File: config.mk
export PLATFORM = sky130hd
export DESIGN_NAME = ram_read_scanner
export DESIGN_NICKNAME = d
export VERILOG_FILES = /design/src/rtl/ram_read_scanner.sv
export SDC_FILE = /design/constraint.sdc
export NUM_CORES = 1
export LEC_CHECK = 0
export BUFFER_PORTS_ARGS = -buffer_cell sky130_fd_sc_hd__buf_4
export CAP_MARGIN = 10
export CORE_UTILIZATION = 51
export CTS_CLUSTER_SIZE = 40
export DETAILED_ROUTE_END_ITERATION = 7
export GPL_ROUTABILITY_DRIVEN = 1
export PLACE_DENSITY = 0.78
export SKIP_LAST_GASP = 1
export SYNTH_ARGS = -nofsm -noshare
export SYNTH_HDL_FRONTEND = slang
export SYNTH_SLANG_ARGS = --single-unit
File: constraint.sdc
create_clock -name clock -period 2 [get_ports clock]
set_input_delay 0.6 -clock clock [delete_from_list [all_inputs] [get_ports clock]]
set_output_delay 0.6 -clock clock [all_outputs]
set_load 0.02 [all_outputs]
File: src/rtl/ram_read_scanner.sv
// ---------------------------------------------------------------------------
// ram_read_scanner
//
// Read-side sequencer for the 32x4 display RAM. A clock-enable prescaler on
// the system clock advances the RAM read address, so no derived clock is
// needed. A small in-flight counter waits out the RAM read latency, so the
// address/data pair handed to the seg7 stage always belongs together.
// Scanning is either free-running (run=1, one step every TICK_DIV cycles) or
// single-step (run=0, one step per rising edge of step). Whenever no read is
// in flight, disp_data re-samples q every cycle. A RAM write to the displayed
// address therefore shows up without advancing.
//
// Optional build macro: SCAN_BCD_EN
//   When defined, adds disp_tens/disp_ones (decimal digits of disp_addr).
//   This option needs ADDR_W <= 6.
//
// Ports:
//   clock       in   1       system clock
//   reset       in   1       synchronous, active-high reset
//   run         in   1       1 = auto-advance every TICK_DIV cycles, 0 = step
//   step        in   1       level; each rising edge advances when run=0
//   q           in   DATA_W  RAM read data
//   rdaddress   out  ADDR_W  RAM read address
//   disp_addr   out  ADDR_W  address currently displayed
//   disp_data   out  DATA_W  data at disp_addr
//   disp_valid  out  1       disp_addr/disp_data coherent and valid
//   wrap        out  1       one-cycle pulse when rdaddress wraps to 0
//   disp_tens   out  4       disp_addr / 10   (SCAN_BCD_EN only)
//   disp_ones   out  4       disp_addr % 10   (SCAN_BCD_EN only)
// ---------------------------------------------------------------------------
module ram_read_scanner #(
  parameter int ADDR_W   = 5,
  parameter int DATA_W   = 4,
  parameter int TICK_DIV = 25000000,
  parameter int RD_LAT   = 1
) (
  input  logic              clock,
  input  logic              reset,
  input  logic              run,
  input  logic              step,
  input  logic [DATA_W-1:0] q,
  output logic [ADDR_W-1:0] rdaddress,
  output logic [ADDR_W-1:0] disp_addr,
  output logic [DATA_W-1:0] disp_data,
  output logic              disp_valid,
  output logic              wrap
`ifdef SCAN_BCD_EN
  ,
  output logic [3:0]        disp_tens,
  output logic [3:0]        disp_ones
`endif
);

  // Prescaler width is sized to hold TICK_DIV-1.
  localparam int PW = (TICK_DIV > 2) ? $clog2(TICK_DIV) : 2;
  localparam logic [PW-1:0] TICK_LAST   = PW'(TICK_DIV - 1);
  localparam logic [1:0]    FLIGHT_INIT = 2'(RD_LAT);

  // State registers
  logic [PW-1:0]     presc_q,     presc_d;
  logic              step_q;
  logic [1:0]        flight_q,    flight_d;
  logic [ADDR_W-1:0] rdaddr_q,    rdaddr_d;
  logic [ADDR_W-1:0] disp_addr_q, disp_addr_d;
  logic [DATA_W-1:0] disp_data_q, disp_data_d;
  logic              disp_vld_q,  disp_vld_d;
  logic              wrap_q,      wrap_d;

  // Combinational control
  logic tick_s;
  logic step_rise_s;
  logic advance_s;
  logic capture_s;

`ifdef SCAN_BCD_EN
  logic [3:0] tens_q, tens_d;
  logic [3:0] ones_q, ones_d;

  // Decimal tens digit of a scan address (address is below 64).
  function automatic logic [3:0] bcd_tens(input logic [ADDR_W-1:0] a);
    logic [6:0] w;
    w = 7'(a);
    return 4'(w / 7'd10);
  endfunction

  // Decimal ones digit of a scan address (address is below 64).
  function automatic logic [3:0] bcd_ones(input logic [ADDR_W-1:0] a);
    logic [6:0] w;
    w = 7'(a);
    return 4'(w % 7'd10);
  endfunction
`endif

  // Next-state logic: prescaler, step edge, advance, flight and capture
  always_comb begin
    tick_s      = run & (presc_q == TICK_LAST);
    step_rise_s = step & ~step_q;
    // While running, step edges are deliberately ignored.
    advance_s   = (run & tick_s) | (~run & step_rise_s);
    // Capture only once the read for the current address has landed.
    capture_s   = ~advance_s & (flight_q == 2'd0);

    if (!run) begin
      presc_d = {PW{1'b0}};
    end else if (tick_s) begin
      presc_d = {PW{1'b0}};
    end else begin
      presc_d = presc_q + PW'(1);
    end

    if (advance_s) begin
      rdaddr_d = rdaddr_q + ADDR_W'(1);
      wrap_d   = (rdaddr_q == {ADDR_W{1'b1}});
      // Restarting the flight drops any pair still in the pipeline.
      flight_d = FLIGHT_INIT;
    end else begin
      rdaddr_d = rdaddr_q;
      wrap_d   = 1'b0;
      if (flight_q != 2'd0) begin
        flight_d = flight_q - 2'd1;
      end else begin
        flight_d = flight_q;
      end
    end

    if (capture_s) begin
      disp_addr_d = rdaddr_q;
      disp_data_d = q;
      disp_vld_d  = 1'b1;
    end else begin
      disp_addr_d = disp_addr_q;
      disp_data_d = disp_data_q;
      disp_vld_d  = disp_vld_q;
    end

`ifdef SCAN_BCD_EN
    if (capture_s) begin
      tens_d = bcd_tens(rdaddr_q);
      ones_d = bcd_ones(rdaddr_q);
    end else begin
      tens_d = tens_q;
      ones_d = ones_q;
    end
`endif
  end

  // State registers with synchronous reset
  always_ff @(posedge clock) begin
    if (reset) begin
      presc_q     <= {PW{1'b0}};
      step_q      <= 1'b0;
      flight_q    <= FLIGHT_INIT;
      rdaddr_q    <= {ADDR_W{1'b0}};
      disp_addr_q <= {ADDR_W{1'b0}};
      disp_data_q <= {DATA_W{1'b0}};
      disp_vld_q  <= 1'b0;
      wrap_q      <= 1'b0;
    end else begin
      presc_q     <= presc_d;
      step_q      <= step;
      flight_q    <= flight_d;
      rdaddr_q    <= rdaddr_d;
      disp_addr_q <= disp_addr_d;
      disp_data_q <= disp_data_d;
      disp_vld_q  <= disp_vld_d;
      wrap_q      <= wrap_d;
    end
  end

`ifdef SCAN_BCD_EN
  // Decimal digit registers, updated on the same edge as disp_addr
  always_ff @(posedge clock) begin
    if (reset) begin
      tens_q <= 4'd0;
      ones_q <= 4'd0;
    end else begin
      tens_q <= tens_d;
      ones_q <= ones_d;
    end
  end

  assign disp_tens = tens_q;
  assign disp_ones = ones_q;
`endif

  assign rdaddress  = rdaddr_q;
  assign disp_addr  = disp_addr_q;
  assign disp_data  = disp_data_q;
  assign disp_valid = disp_vld_q;
  assign wrap       = wrap_q;

endmodule
* After elaboration in Yosys (flattened, before gate mapping)
Cells that the tools add are included.
** Word-level totals
- Register bits :: 44
- Output and inout port bits :: 16
** Cells by class
- Eq/ne operators :: 2
- $add $sub $neg :: 3
- Bitwise gates (word level) :: 9
- Reductions and logical operators :: 5
** Operators with widths (number)
- adder 25 x 1 -> 25 bit, second input constant :: 1
- == test 25 bit, second input constant :: 1
- adder 5 x 1 -> 5 bit, second input constant :: 1
- bitwise AND 1 bit :: 5
- == test 5 bit, second input constant :: 1
- OR reduction 2 bit :: 2
- NOT 1 bit :: 3
- OR reduction 3 bit :: 1
- zero test 2 bit :: 1
- nonzero test 2 bit :: 1
- subtractor 2 x 1 -> 2 bit, second input constant :: 1
- OR 1 bit :: 1

* Longest topological paths before layout
Gate-level depths: netlist (run 1).
- Depth in word-level cells :: 6
- Gate-level depth with buffers :: 7
- Gate-level depth less buffers :: 6

* Least setup slack after synthesis (run 1)
OpenSTA, ideal clock, no wires.
- Path kind :: input port to flip-flop
- Start point :: input port run
- End point :: register rdaddr_q[3] (netlist: rdaddress[3])
- Required time :: 1930 ps
- Stages on the path :: 5
- Arrival time :: 1864 ps
- Library setup time :: 70 ps
- Slack :: 66 ps
- Buffers on the path :: 0
- Cell sequence :: or3b_2 -> nor4_4 -> a21boi_2 -> or3_1 -> a21oi_1
** Between the ends
- Cells in the longest elaborated chain, start to end :: 3
** RTL lines
- start, declared :: line 39 : input logic run,
- bitwise AND 1 bit / NOT 1 bit (equally long branches)
- bitwise AND 1 bit :: line 99 : advance_s = (run & tick_s) | (~run & step_rise_s);
- OR 1 bit * :: line 99
- end signal, assigned :: line 153 : rdaddr_q <= {ADDR_W{1'b0}};
- end signal, assigned :: line 162 : rdaddr_q <= rdaddr_d;
- end, declared :: line 63 : logic [ADDR_W-1:0] rdaddr_q, rdaddr_d;
Mark *: on every way between the ends. The rest lies on a longest branch, timed or not.
A chain may end at the register's enable or synchronous reset.

* Final worst setup path (run 1)
Ends and elaborated chain as after synthesis.

==> flow_summary_export.csv, run 1 <==
group,metric,value,unit
power,p_leak,0.9133,nW
sta,fin_crit_sh,0.9599,
worst_setup_path,startpoint_type,"input port",
worst_setup_path,crit_type,"in -> reg",
sta,tightest_slew,490.7,ps
sta,layout_min_cycle_time,1920,ps
cts,clock-sinks,44,
grt,grt_pass1_wl,6.168,mm
cts,cts_root_buf,"clkbuf_8",
sta,slew_headroom,0.6703,
route,drt-total-wl,3.562,mm
finish,layout_commonest_cell,"dfxtp_1",
placement,dp_cells,281,
finish,drive_above_1_share,0.2222,
grt,grt_pass1_vias,1417,
route,drt-vias-per-instance,5.204,
grt,grt_overflow,0,
sta,finalHoldViolCount,0,
placement,gp_congestion,0.7663,
placement,hpwl,2.483,mm
worst_setup_path,cp_max_fo,7,
yosys,syn_inst,207,
power,ir_drop,467.5,uV
finish,final_cell_mix,"dfxtp_1, buf_4, nor2_1",
power,total_power,1.693,mW
sta,setup_viol,0,
route,drt_iter0_drc,85,
route,detail_route.wl_per_cell,12.33,um
placement,port_buffers,23,
yosys,synth.distinct_cells,34,
grt,grt_max_degree,30,
cts,numCtsBuffers,5,
cts,clkLatencyLatePin,280,ps
yosys,synth.net_count,219,
cts,hold_buffers,0,
sta,hold_ws,463.6,ps
worst_setup_path,cp-end-kind,"register",
yosys,yosysSeqAreaShare,0.4638,
floorplanning,num_rows,21,
floorplanning,start_util,0.5518,
finish,finish.instance_area,2318,um2
finish,areaGrowthSynthToFinish,22.07,%
finish,nNetsFinal,254,
floorplanning,core-area,3442,um2
grt,antenna_found_initial,0,
worst_setup_path,cp.required,2210,ps
sta,fmax,520.9,MHz
cts,cts_tree,"yes",
finish,fillers,296,
route,drtPass1Iterations,4,
floorplanning,dieWidth,63.03,um
yosys,synth.avg_cell_area,9.175,um2
placement,dpl_cell_area,2193,um2
finish,fin_cells,289,
yosys,ys_ff_latch,44,
sta,skew,5.265,ps
yosys,yosys_warnings,0,
route,drcViolationCount,0,
cts,clock_path_buffers,2,
grt,grt_use_total,0.1960,
floorplanning,die_h,63.03,um
worst_setup_path,arrival,2130,ps
route,vias,1504,
job,max-cap-violations,0,
cts,clk_pin_slew,80,ps
floorplanning,ioPinCount,24,
worst_hold_path,hp-class,"reg -> reg",
cts,cts_max_level,2,
finish,diodes,0,
power,power_density,730.2,nW/um2
run_status,status,"finished clean",
route,ant_nets,0,
sta,final_max_slew_viol_count,0,
yosys,netlist_area,1899,um2
floorplanning,dieArea,3972,um2
==> report_power, final <==
group / internal (mW) / total [mW] / leakage (nW) / switching [mW]
Sequential: 0.910 / 0.929 / 0.357 / 0.0197
Clock: 0.282 / 0.548 / 0.0455 / 0.267
Combinational: 0.0906 / 0.215 / 0.511 / 0.125
Total: 1.28 / 1.69 / 0.913 / 0.411
==> worst max-delay path, stage by stage <==
cell and delay [ps]:
buf_4 90, or3b_2 470, nor4_4 300, a21boi_2 130, or3_4 390, a21oi_2 150
==> synth_stat cells, drive strengths merged <==
master   n  area share
or4bb    1      0.0059
mux2i    2       0.011
or3b     2      0.0092
o21ai   13       0.034
and2     1      0.0033
ha       4       0.026
nor2    32       0.063
nand4    6       0.020
clkbuf   4      0.0079
nand2    6       0.012
nand4b   9       0.042
nor4b    1      0.0079
or4      1      0.0059
and3     4       0.013
a21boi   1      0.0059
xnor2   10       0.046
xor2    13       0.060
dfxtp   44        0.46
buf      4      0.0099
nor4     3       0.021
nor3b    1      0.0040
nand2b   9       0.030
nor2b    2      0.0066
and4     1      0.0046
nand3   13       0.034
a21oi    6       0.016
nor3     2      0.0053
or3      5       0.016
inv      6       0.012
nand3b   1      0.0040
==> state kept, by name, indices dropped and copies added (netlist names) <==
| register | flops |
|---|---|
| disp_addr | 5 |
| disp_data | 4 |
| disp_valid | 1 |
| flight_q | 2 |
| presc_q | 25 |
| rdaddress | 5 |
| step_q | 1 |
| wrap | 1 |
==> worst paths after layout <==
kind / depth (start not counted) / slack (ps) / to / startpoint
worst min register to register: 1 / 460 / presc_q[0] / presc_q[0]
worst max register to register: 5 / 80 / rdaddress[3] / presc_q[10]
worst max-delay path: 6 / 80 / rdaddress[3] / run
worst min-delay path: 1 / 460 / presc_q[0] / presc_q[0]
==> logic make-up (layout without fill, tap and decap cells) <==
| group | Yosys count | count (layout) | share of synthesized area |
|---|---|---|---|
| simple gates | 100 | 100 | 0.3076 |
| flops | 44 | 44 | 0.4638 |
| xor+xnor | 23 | 23 | 0.1061 |
| compound gates | 20 | 20 | 0.05599 |
| buf+inv | 14 | 50 | 0.02964 |
| fa+ha+maj | 4 | 4 | 0.02635 |
| mux | 2 | 2 | 0.01054 |
==> metrics by stage <==
stage	utilization	setup WS, ps	setup TNS, ps
6_report	0.6736	80.11	0
3_3_place_gp	0.6372	-59.22	-533.6
5_1_grt	0.6736	-24.09	-26.05
4_1_cts	0.6634	40.51	0
3_5_place_dp	0.6372	-85.50	-732.0
2_1_floorplan	-	65.84	0
==> timing repair <==
| action | CTS | global route |
|---|---|---|
| buffers inserted | 0 | 0 |
| setup endpoints to repair | 0 | 25 |
| gates resized for setup | 0 | 9 |
| endpoints found under the hold margin | 0 | 0 |
==> routing by layer <==
metal,part of all wire,global-route usage
met3,0.031,0.03467
met2,0.47,0.3024
met4,0.011,0.09302
met5,0,0
met1,0.49,0.2628
==> layout make-up <==
type	instances	area, um2	area share
Multi-Input combinational cell	149	996.0	0.4296
Sequential cell	44	882.1	0.3805
Timing Repair Buffer	36	270.3	0.1166
Clock buffer	8	90.09	0.03886
Tap cell	46	57.56	0.02482
Inverter	6	22.52	0.009714
(Power assumes the default switching activity.)
==> run 2, diff against run 1 <==
--- a/config.mk
+++ b/config.mk
@@ -11,6 +11,7 @@
 export CTS_CLUSTER_SIZE = 40
 export DETAILED_ROUTE_END_ITERATION = 7
 export GPL_ROUTABILITY_DRIVEN = 1
+export MAX_ROUTING_LAYER = met4
 export PLACE_DENSITY = 0.78
 export SKIP_LAST_GASP = 1
 export SYNTH_ARGS = -nofsm -noshare
==> constraint.sdc (replaced) <==
create_clock -name clock -period 2 [get_ports clock]
set_input_delay 0.1 -clock clock [delete_from_list [all_inputs] [get_ports clock]]
set_output_delay 0.1 -clock clock [all_outputs]
set_load 0.02 [all_outputs]
==> run 2 against run 1 <==
The run now ends with negative setup slack left. Core utilization is 2.9 points higher. Register-to-register slack got worse by 99 ps. Clock skew increased by 4.7 ps. Sequential power hardly changed. Count of clock-buffer cells in the layout fell by 3.
==> flow_summary_export.csv, run 2 (synthesis gave the netlist of run 1 again) <==
group,metric,value,unit
worst_setup_path,arrival,2220,ps
floorplanning,num_rows,21,
worst_setup_path,r2r_start,"presc_q[9]",
route,drtPass1Iterations,4,
sta,hold_ws,47.22,ps
power,total_power,1.714,mW
route,drcViolationCount,0,
grt,grt_use_total,0.2060,
finish,final_core_util,0.7023,
route,vias,1549,
route,ant_nets,0,
cts,cts_tree,"yes",
finish,final_cell_mix,"dfxtp_1, buf_4, nor2_1",
power,p_leak,0.9747,nW
floorplanning,core-area,3442,um2
sta,rsz0062_at_grt,"yes",
worst_hold_path,min_to,"step_q",
sta,fin_ws,-18.50,ps
worst_setup_path,critPathSlowestCell,"or4bb_4",
finish,nNetsFinal,259,
finish,layout_commonest_cell,"dfxtp_1",
sta,setup_viol,17,
run_status,status,"finished with violations",
power,power_density,709.0,nW/um2
worst_setup_path,cp_max_fo,12,
placement,dpl_cell_area,2191,um2
worst_hold_path,min_from,"step",
cts,numCtsBuffers,5,
worst_setup_path,startpoint_type,"register",
sta,layout_min_cycle_time,2019,ps
run_status,failed_checks,"negative setup slack",
grt,grt_max_degree,30,
placement,hpwl,2.504,mm
grt,antenna_found_initial,0,
route,detail_route.wl_per_cell,13.76,um
cts,cts_root_buf,"clkbuf_8",
worst_setup_path,r2r_setup_slack,-20,ps
floorplanning,die_h,63.03,um
sta,skew,9.936,ps
route,drt-total-wl,4.044,mm
placement,port_buffers,23,
worst_hold_path,worstHoldPathCells,2,
route,drt_iter0_drc,108,
power,ir_drop,463.6,uV
finish,diodes,0,
floorplanning,dieArea,3972,um2
floorplanning,ioPinCount,24,
finish,fillers,271,
worst_setup_path,critPathLaunch,"presc_q[9]",
cts,clkLatencyLatePin,300,ps
sta,slew_headroom,0.6816,
cts,cts_max_level,2,
finish,largest_reg_flops,25,
finish,areaGrowthSynthToFinish,27.27,%
worst_setup_path,reg2reg_depth,8,
worst_setup_path,cpPeakStageDelay,570,ps
sta,tns,-128.3,ps
worst_setup_path,cp-end-kind,"register",
job,max-cap-violations,0,
cts,clk_pin_slew,80,ps
sta,fin_crit_sh,1.009,
grt,grt_pass1_vias,1419,
worst_setup_path,cp.required,2200,ps
finish,drive_above_1_share,0.2540,
grt,grt_pass1_wl,6.258,mm
worst_setup_path,crit_top_cell,"buf_4",
sta,fmax,495.4,MHz
sta,tightest_slew,477.6,ps
worst_setup_path,crit_type,"reg -> reg",
worst_setup_path,worstPathCellList,"or4bb_4, nor4_4, buf_4, nand2_1, nand3b_1, buf_4, clkbuf_16, nor2_1",
sta,finalHoldViolCount,0,
floorplanning,dieWidth,63.03,um
worst_hold_path,hp-class,"in -> reg",
placement,gp_congestion,0.7761,
sta,final_max_slew_viol_count,0,
finish,largest-register,"presc_q",
cts,clock_path_buffers,2,
cts,clock-sinks,44,
floorplanning,start_util,0.5518,
finish,finish.instance_area,2417,um2
route,drt-vias-per-instance,5.269,
worst_setup_path,r2r_end,"presc_q[7]",
grt,grt_overflow,0,
## run 2: worst max path at each step
| stage | end | slack [ps] | depth (start not counted) |
|---|---|---|---|
| floorplan | rdaddress[3] | 120 | 5 |
| global placement | disp_data[3] | 100 | 5 |
| detailed placement | disp_data[3] | 40 | 5 |
| CTS | disp_data[3] | 30 | 5 |
| global route | presc_q[0] | -60 | 8 |
| finish | presc_q[7] | -20 | 8 |
## run 2: final cells by class
| class | instances | area [um2] | area share |
|---|---|---|---|
| clock buffer | 5 | 68.82 | 0.02847 |
| clock inverter | 3 | 18.77 | 0.007764 |
| inverter | 6 | 22.52 | 0.009317 |
| multi-input combinational | 149 | 1008 | 0.4172 |
| sequential | 44 | 882.1 | 0.3649 |
| tap | 46 | 57.56 | 0.02381 |
| timing repair buffer | 41 | 359.1 | 0.1486 |
## run 2: power by group
part	internal [mW]	switching, mW
Combinational	0.106	0.130
Sequential	0.909	0.0196
Clock	0.243	0.305
Total	1.26	0.455
## run 2: metal layers
layer | up-vias | GRT usage | part of all wire
met2 | 37 | 0.3266 | 0.45
met4 | 0 | 0.08721 | 0.015
met3 | 7 | 0.05109 | 0.043
li1 | 791 | - | -
met1 | 714 | 0.2466 | 0.49
met5 | - | - | 0
## run 2: timing repair
| item | 4_1_cts | 5_1_grt |
|---|---|---|
| endpoints found under the setup margin | 0 | 14 |
| gates resized for setup | 0 | 13 |
| hold endpoints to repair | 0 | 0 |
| setup buffers | 0 | 5 |
| hold buffers | 0 | 0 |
## run 2: stage by stage
step	setup slack, ps	cells
3_5_place_dp	38.44	279
5_1_grt	-62.83	294
4_1_cts	30.43	287
6_report	-18.50	294
3_3_place_gp	100.3	279
2_1_floorplan	119.2	207
## run 2: worst max-delay path: cells and delay by family (launching register included)
| kind | cells | cell delay (ps) |
|---|---|---|
| and+or+nand+nor | 5 | 1130 |
| buffers and inverters | 3 | 460 |
| DFF | 1 | 340 |
==> run 3, diff against run 2 <==
--- a/config.mk
+++ b/config.mk
@@ -7,13 +7,14 @@
 export LEC_CHECK = 0
 export BUFFER_PORTS_ARGS = -buffer_cell sky130_fd_sc_hd__buf_4
 export CAP_MARGIN = 10
-export CORE_UTILIZATION = 51
+export CORE_UTILIZATION = 56
 export CTS_CLUSTER_SIZE = 40
 export DETAILED_ROUTE_END_ITERATION = 7
 export GPL_ROUTABILITY_DRIVEN = 1
 export MAX_ROUTING_LAYER = met4
-export PLACE_DENSITY = 0.78
+export PLACE_DENSITY = 0.81
 export SKIP_LAST_GASP = 1
+export SLEW_MARGIN = 20
 export SYNTH_ARGS = -nofsm -noshare
 export SYNTH_HDL_FRONTEND = slang
 export SYNTH_SLANG_ARGS = --single-unit
==> constraint.sdc (replaced) <==
create_clock -name clock -period 2.22 [get_ports clock]
set_input_delay 0.222 -clock clock [delete_from_list [all_inputs] [get_ports clock]]
set_output_delay 0.222 -clock clock [all_outputs]
set_load 0.02 [all_outputs]
==> run 3 against run 2 <==
The flow now finishes without violations. Clock skew hardly changed. Total power is 16% lower. Fmax is 1.5% lower. Clock power is 27% lower. Non-clock buffer count is 14 lower. First-iteration DRC count is 45% lower.
==> flow_summary_export.csv, run 3 (synthesis gave the netlist of run 1 again) <==
group,metric,value,unit
run_status,status,"finished clean",
placement,port_buffers,23,
power,power_frac_clock,0.280,
worst_setup_path,critical_path_buf_inv_count,0,
finish,largest_reg_flops,25,
sta,final_max_slew_viol_count,0,
worst_hold_path,hp-class,"in -> reg",
finish,layout_commonest_cell,"dfxtp_1",
sta,layout_min_cycle_time,2049,ps
sta,setup_viol,0,
finish,fillers,267,
finish,seq_area,880.8,um2
worst_setup_path,critPathTopFamily,"simple AND/OR/NAND/NOR gates",
floorplanning,start_util,0.6072,
floorplanning,die_h,60.24,um
worst_setup_path,cp-end-kind,"register",
route,drt-vias-per-instance,5.529,
cts,clk_pin_slew,120,ps
cts,numCtsBuffers,5,
power,p_switching,379.6,uW
grt,antenna_found_initial,0,
sta,fmax,487.9,MHz
sta,finalHoldViolCount,0,
placement,hpwl,2.763,mm
cts,clock_path_buffers,2,
sta,skew,10.19,ps
cts,post-cts-setup-buffers,0,
power,power_frac_seq,0.584,
grt,grt_pass1_wl,6.251,mm
grt,grt_use_total,0.2417,
worst_setup_path,arrival,2350,ps
route,drcViolationCount,0,
cts,cts_resized,0,
sta,slew_headroom,0.6660,
power,p_leak,0.8200,nW
worst_setup_path,startpoint_type,"register",
finish,nNetsFinal,245,
finish,areaGrowthSynthToFinish,15.55,%
worst_setup_path,cp.required,2520,ps
finish,multi_input_area,962.2,um2
floorplanning,ioPinCount,24,
sta,fin_crit_sh,0.9232,
finish,diodes,0,
sta,tns,0,ps
power,total_power,1.437,mW
route,ant_nets,0,
placement,gp_congestion,0.7699,
worst_setup_path,critPathSlowestCell,"or4_4",
finish,final_cell_mix,"dfxtp_1, nor2_1, buf_4",
worst_setup_path,cp_max_fo,9,
route,detail_route.wl_per_cell,13.50,um
route,drtPass1Iterations,4,
cts,clkLatencyLatePin,360,ps
job,max-cap-violations,0,
cts,cts_max_level,2,
cts,cts_tree,"yes",
floorplanning,num_rows,20,
sta,tightest_slew,501.0,ps
route,vias,1537,
power,p_sw_frac,0.2642,
route,drt-total-wl,3.753,mm
cts,cts_root_buf,"clkbuf_4",
power,ir_drop,663.7,uV
grt,grt_pass1_vias,1447,
sta,rsz0062_at_grt,"no",
finish,largest-register,"presc_q",
worst_setup_path,cpPeakStageDelay,560,ps
worst_setup_path,crit_type,"reg -> reg",
grt,grt_max_degree,30,
cts,clock-sinks,44,
finish,drive_above_1_share,0.1709,
floorplanning,dieWidth,60.24,um
cts,hold_buffers,0,
floorplanning,core-area,3128,um2
power,power_frac_comb,0.136,
power,power.internal,1.057,mW
grt,grt_overflow,0,
route,drt_iter0_drc,59,
power,power_density,654.6,nW/um2
worst_setup_path,r2r_setup_slack,170,ps
worst_setup_path,worstPathCellList,"or4_4, nor4_4, a21boi_2, and2_0, o21ai_1",
floorplanning,dieArea,3628,um2
[run 3: changes by cell type in the layout (fill, tap and decap cells not counted), sizes merged]
cell | previous run | this run
clkbuf | 7 | 8
clkinv | 3 | 0
buf | 39 | 27
[run 3: metal layers]
| metal | vias up | part of all wire | track usage |
|---|---|---|---|
| li1 | 767 | - | - |
| met5 | - | 0 | - |
| met4 | 0 | 0.026 | 0.1429 |
| met2 | 33 | 0.47 | 0.3736 |
| met1 | 727 | 0.46 | 0.2784 |
| met3 | 10 | 0.042 | 0.06494 |
[run 3: worst paths after layout]
path	cells past startpoint	end	startpoint
min	2	step_q	step
max reg2reg	5	disp_addr[2]	presc_q[15]
max	5	disp_addr[2]	presc_q[15]
min reg2reg	1	presc_q[0]	presc_q[0]
[run 3: worst register-to-register path, delay by kind of cell, from the launching register on]
kind | cells | cell delay (ps)
and+or+nand+nor | 3 | 1240
AOI/OAI and AO/OA | 2 | 370
DFF | 1 | 380
[run 3: power groups by stage]
stage / sequential [mW] / clock [mW] / combinational, mW
CTS: 0.839 / 0.412 / 0.197
finish: 0.838 / 0.402 / 0.196
detailed placement: 0.856 / 0 / 0.197
floorplan: 0.875 / 0 / 0.111
global placement: 0.855 / 0 / 0.185
global route: 0.842 / 0.444 / 0.216
[run 3: final cells by class]
| class | count | area share |
|---|---|---|
| flip-flops and latches | 44 | 0.4014 |
| well taps | 44 | 0.02509 |
| multi-input cells | 149 | 0.4384 |
| repair buffers | 27 | 0.09806 |
| inverters | 6 | 0.01026 |
| clock buffers | 8 | 0.02680 |
[run 3: through the flow]
step | hold slack [ps] | cells | cell area, um2 | util | setup slack (ps)
after detailed placement | 444.9 | 270 | 2136 | 0.6828 | 198.7
final | 81.75 | 278 | 2195 | 0.7016 | 170.5
after CTS | 73.38 | 278 | 2195 | 0.7016 | 177.5
after floorplan | 350.2 | 207 | 1899 | - | 339.2
after global routing | 106.9 | 278 | 2195 | 0.7016 | 48.60
after global placement | 427.7 | 270 | 2136 | 0.6828 | 279.5
